**config.mk**
```make
export PLATFORM = sky130hd
export DESIGN_NAME = fifo_rv_prefetch
export DESIGN_NICKNAME = d
export VERILOG_FILES = /design/src/rtl/fifo_rv_prefetch.sv
export SDC_FILE = /design/constraint.sdc
export NUM_CORES = 1
export LEC_CHECK = 0
export CORE_MARGIN = 3
export CORE_UTILIZATION = 30
export DETAILED_ROUTE_END_ITERATION = 8
export HOLD_SLACK_MARGIN = 0.02
export PLACE_DENSITY = 0.63
export SYNTH_ARGS = -nofsm -noshare
export SYNTH_HDL_FRONTEND = slang
export SYNTH_SLANG_ARGS = --single-unit
```
**constraint.sdc**
```tcl
create_clock -name clk -period 2.1 [get_ports clk]
set_input_delay 0.42 -clock clk [delete_from_list [all_inputs] [get_ports clk]]
set_output_delay 0.42 -clock clk [all_outputs]
set_load 0.01 [all_outputs]
```
**src/rtl/fifo_rv_prefetch.sv**
```systemverilog
// Drains a synchronous FIFO into a registered valid/ready stream through a
// two-entry prefetch (head + skid); a shared flush clears FIFO and stage together.
module fifo_rv_prefetch #(
  parameter int DATA_WIDTH = 32
) (
  input  logic                  clk,
  input  logic                  rst_n,
  input  logic                  flush,
  output logic                  fifo_r_en_o,
  input  logic [DATA_WIDTH-1:0] fifo_r_data_i,
  input  logic                  fifo_empty_i,
  output logic                  out_valid_o,
  input  logic                  out_ready_i,
  output logic [DATA_WIDTH-1:0] out_data_o,
  output logic [1:0]            count_o
);

  logic [DATA_WIDTH-1:0] r_head;
  logic [DATA_WIDTH-1:0] r_skid;
  logic [1:0]            r_cnt;
  logic                  w_pop;
  logic                  w_fire;

  // The pop strobe is built only from flush, empty and registered occupancy, so
  // the consumer's ready never reaches the FIFO combinationally; rst_n keeps the
  // strobe quiet while the stage is held in reset.
  assign w_pop  = rst_n && !flush && !fifo_empty_i && (r_cnt != 2'd2);
  assign w_fire = out_valid_o && out_ready_i;

  assign fifo_r_en_o = w_pop;
  assign out_valid_o = (r_cnt != 2'd0);
  assign out_data_o  = r_head;
  assign count_o     = r_cnt;

  always_ff @(posedge clk or negedge rst_n) begin
    if (!rst_n) begin
      r_cnt  <= 2'd0;
      r_head <= '0;
      r_skid <= '0;
    end else if (flush) begin
      r_cnt  <= 2'd0;
      r_head <= '0;
      r_skid <= '0;
    end else begin
      case (r_cnt)
        2'd0: begin
          if (w_pop) begin
            r_head <= fifo_r_data_i;
            r_cnt  <= 2'd1;
          end
        end
        2'd1: begin
          if (w_fire && w_pop) begin
            r_head <= fifo_r_data_i;
          end else if (w_fire) begin
            r_cnt <= 2'd0;
          end else if (w_pop) begin
            r_skid <= fifo_r_data_i;
            r_cnt  <= 2'd2;
          end
        end
        2'd2: begin
          // Skid is always the younger entry, so it moves up into head on a fire.
          if (w_fire) begin
            r_head <= r_skid;
            r_cnt  <= 2'd1;
          end
        end
        default: begin
          r_cnt <= 2'd0;
        end
      endcase
    end
  end

endmodule

```
Yosys cells after proc, flatten, opt, wreduce, memory -nomap -nowiden --
Index checks and enable logic that the tools add are counted.
Storage, ports and cells: bits in registers 66, bits in latches 0, RAM bits 0, memory bits (read-only) 0, bits of input ports 37, output and inout port bits 36, word-level logic and storage cells 44, memories 0
Operators by class: $add $sub $neg 0, multiply operators 0, div/mod/pow operators 0, magnitude comparators 0, eq/ne operators 10, shifts and indexed selects 0, multiplexer cells 16, bitwise operators 0, reductions and logical operators 15
Operator list (count):
- 32-bit two-way mux | 8
- 32-bit one-hot mux with 3 select lines | 1
- 2-bit two-way mux | 6
- 3-bit inequality test, second input constant | 4
- 4-bit AND reduction | 3
- 2-bit inequality test, second input constant | 3
- 2-bit one-hot mux with 3 select lines | 1
- 2-bit nonzero test | 3
- 1-bit logical AND | 5
- 4-bit inequality test, second input constant | 1
- 4-bit nonzero test | 1
- 2-bit by 1-bit == test with 1-bit output, second input constant | 1
- 2-bit == test, second input constant | 1
- 1-bit zero test | 2
- 2-bit zero test | 1

Longest topological paths before layout --
depth in word-level cells 9, mapped depth 7, depth with buffers taken out 4

Worst setup path before layout --
No wires, ideal clock.
path kind input -> output, start point input flush, end point output fifo_r_en_o, arrival time 1.111 ns, data required time 1.680 ns, path slack 0.569 ns, stages on the path 3, buffers on the path 2, path through clkbuf_1 -> buf_1 -> nor3_1
On the way: word-level cells in the longest chain between the ends 4
Ends and longest elaborated chain:
- from (decl) | RTL line 8 | input logic flush,
- 1-bit zero test | RTL line 27 | assign w_pop = rst_n && !flush && !fifo_empty_i && (r_cnt != 2'd2);
- 1-bit logical AND (3 in series) | RTL line 27
- to (decl) | RTL line 9 | output logic fifo_r_en_o,
Every way passes these cells.

Worst setup path after layout --
start point input fifo_empty_i, end point output fifo_r_en_o
On the way: word-level cells in the longest chain between the ends 3
Ends and longest elaborated chain:
- from (decl) | RTL line 11 | input logic fifo_empty_i,
- 1-bit zero test | RTL line 27
- 1-bit logical AND (2 in series) | RTL line 27
Every way passes these cells.

==> flow_metrics.env <==
export IMPL_status="completed"
export IMPL_boundaryPins=73
export IMPL_fin_area_um2=4180
export IMPL_numPortBuffers=72
export IMPL_rows=36
export IMPL_post_cts_buffers=0
export IMPL_synth_compound_area_share_pct=18.1
export IMPL_antenna_violating_nets_post_route=0
export IMPL_dr_pass1_iters=4
export IMPL_ys_top_cells_by_area="dfrtp_1 52%, nand2_1 12%, o31ai_2 11%"
export IMPL_seq_area_frac_synth_pct=52.4
export IMPL_synthCells=302
export IMPL_grt_pass1_vias=2355
export IMPL_finalHoldViolCount=0
export IMPL_nets=411
export IMPL_yosysTopAreaCellShare_pct=52.4
export IMPL_dp_slack_ns=-0.127
export IMPL_synthMuxAreaShare_pct=10.5
export IMPL_layout_drive_gt1_share_pct=16.7
export IMPL_grt_usage_pct=12.7
export IMPL_grt_overflow=0
export IMPL_syn_cell_area_um2=3150
export IMPL_start_util_pct=31.5
export IMPL_dpl_hpwl_um=4830
export IMPL_drv_slew=0
export IMPL_cts_max_level=3
export IMPL_worstSetupEndpointType="primary output"
export IMPL_vias=2372
export IMPL_synth_nets=339
export IMPL_synth_xor_area_share_pct=0
export IMPL_die_area_um2=11800
export IMPL_p_leak_nw=1.94
export IMPL_synth_avg_cell_area_um2=10.4
export IMPL_synth_fa_ha_area_share_pct=0
export IMPL_clkSlewWorstSetupHoldPaths_ns=0.07
export IMPL_grt_setup_unrepaired="no"
export IMPL_tightest_slew_ns=0.857
export IMPL_cts_tree="done"
export IMPL_period_share_pct=94.0
export IMPL_synth_top_family_by_area="compound AO/OA/AOI/OAI gates"
export IMPL_yosys_area_share_simple_pct=14.1
export IMPL_regArea_um2=1650
export IMPL_dpl_cell_count=496
export IMPL_clock_fmax_ghz=0.507
export IMPL_globalplace_congestion=0.702
export IMPL_routed_wl_um=7120
export IMPL_period_minus_slack_ns=1.97
export IMPL_grt_max_degree=67
export IMPL_crit_arrival_ns=1.55
export IMPL_numCtsBuffers=9
export IMPL_n_fill_cell=1015
export IMPL_yosys_warnings=0
export IMPL_coreArea_um2=10000
export IMPL_routedWlPerCell_um=14.0
export IMPL_diodes=0
export IMPL_ys_ff_latch=66
export IMPL_critPathKind="input port to primary output"
export IMPL_drt_iter0_drc=77
export IMPL_multi_input_area_um2=1350
export IMPL_grt_pass1_wl_um=11700
export IMPL_yosysUniqueCellTypes=23
export IMPL_area_growth_pct=32.6
export IMPL_worst_clock_skew_ns=0.00982
export IMPL_maxCapViolations=0
export IMPL_worst_setup_path_start_kind="input port"
export IMPL_cts_root_buf="clkbuf_8"
export IMPL_max_slew_margin_pct=42.9
export IMPL_antenna_found_initial=0
export IMPL_clock_sinks=66
export IMPL_vias_per_cell=4.65
export IMPL_placed_area_um2=4020
export IMPL_die_h_um=108
export IMPL_setup_violations=0
export IMPL_worstSkewPairLatency_ns=0.33
export IMPL_required_ns=1.68
export IMPL_p_per_area_nw_per_um2=654
export IMPL_crit_fanout=2
export IMPL_irDropWorstVdd_mv=0.278
export IMPL_holdCritPathClass="input port to async pin"
export IMPL_drc=0
export IMPL_synth_area_leader_cell="dfrtp_1"
export IMPL_final_core_util_pct=41.8
export IMPL_setup_slack_ns=0.127
export IMPL_die_w_um=108
export IMPL_clock_path_buffers=2
export IMPL_instances_no_fill=510
final cells by class:
type	instances	area share [%]
clock buffers	11	3.38
clock inverters	3	0.419
inverters	1	0.0898
multi-input cells	209	32.2
flip-flops and latches	66	39.5
well taps	133	3.98
repair buffers	87	20.4
cell usage after synthesis:
library cell	n
a21oi_1	34
and2_1	1
buf_1	1
buf_2	8
buf_4	4
buf_6	4
clkbuf_1	9
dfrtp_1	66
inv_1	1
mux2i_1	33
nand2_1	97
nand2b_1	1
nand2b_4	1
nand3b_1	1
nor2_1	1
nor2b_1	2
nor3_1	2
nor3b_2	1
o22a_1	1
o311a_1	1
o31ai_1	4
o31ai_2	28
or2_2	1
critical path: stages:
cell             delay, ns
clkdlybuf4s50_1       0.42
nand2b_4              0.15
nor3_1                0.25
dlygate4sd2_1         0.32
power by group:
| part | switching (mW) | internal, mW | total [mW] |
|---|---|---|---|
| logic | 0.218 | 0.244 | 0.462 |
| registers | 0.0357 | 1.33 | 1.37 |
| clock network | 0.457 | 0.444 | 0.901 |
cells in the final DEF, fill, tap and decap left out, types with 2 or more instances in the layout:
cell type | synthesis | routed
nand2_1 | 97 | 97
clkdlybuf4s50_1 | 0 | 68
dfrtp_1 | 66 | 66
a21oi_1 | 34 | 34
mux2i_1 | 33 | 33
o31ai_2 | 28 | 28
buf_4 | 4 | 14
clkbuf_8 | 0 | 10
o31ai_1 | 4 | 4
nor2b_1 | 2 | 2
nor3_1 | 2 | 2
clkinv_2 | 0 | 2
buf_12 | 0 | 2
repair_timing:
action                     in CTS  in global routing
hold buffers                    0                  0
setup endpoints to repair       1                  1
resized for setup               1                  1
routing by layer:
layer	vias to the layer above	GRT usage [%]	wire, um
li1	1170	-	-
met1	1121	17.5	3320
met2	70	19.4	3240
met3	11	3.46	455
met4	0	4.33	97
met5	-	0	0
cell families (layout without fill, tap and decap cells):
logic type,Yosys count,after routing
simple gates,108,108
compound gates,68,68
buf+inv,27,102
mux,33,33
flops,66,66
final timing paths:
check	from	endpoint	slack, ns	depth (start not counted)
min in group clk	out_data_o[8]$_DFFE_PN0P_	out_data_o[8]$_DFFE_PN0P_	0.48	2
max in group asynchronous	rst_n	count_o[1]$_DFFE_PN0P_	1.21	2
worst max-delay path	fifo_empty_i	fifo_r_en_o	0.13	4
worst min register to register	out_data_o[8]$_DFFE_PN0P_	out_data_o[8]$_DFFE_PN0P_	0.48	2
worst min-delay path	rst_n	r_skid[20]$_DFFE_PN0P_	0.33	2
worst max register to register	count_o[0]$_DFFE_PN0P_	out_data_o[25]$_DFFE_PN0P_	0.49	4
flip-flops by register name (all words and copies together) (netlist names):
register and flops:
out_data_o 32, r_skid 32, count_o 2
stage by stage:
step	setup TNS (ns)	hold WS, ns	total power [mW]
4_1_cts	0	0.362	2.78
5_1_grt	0	0.401	2.88
3_5_place_dp	-0.161	0.476	1.86
6_report	0	0.335	2.73
2_1_floorplan	0	0.124	1.60
3_3_place_gp	-0.145	0.469	1.86
(Power assumes the default switching activity.)
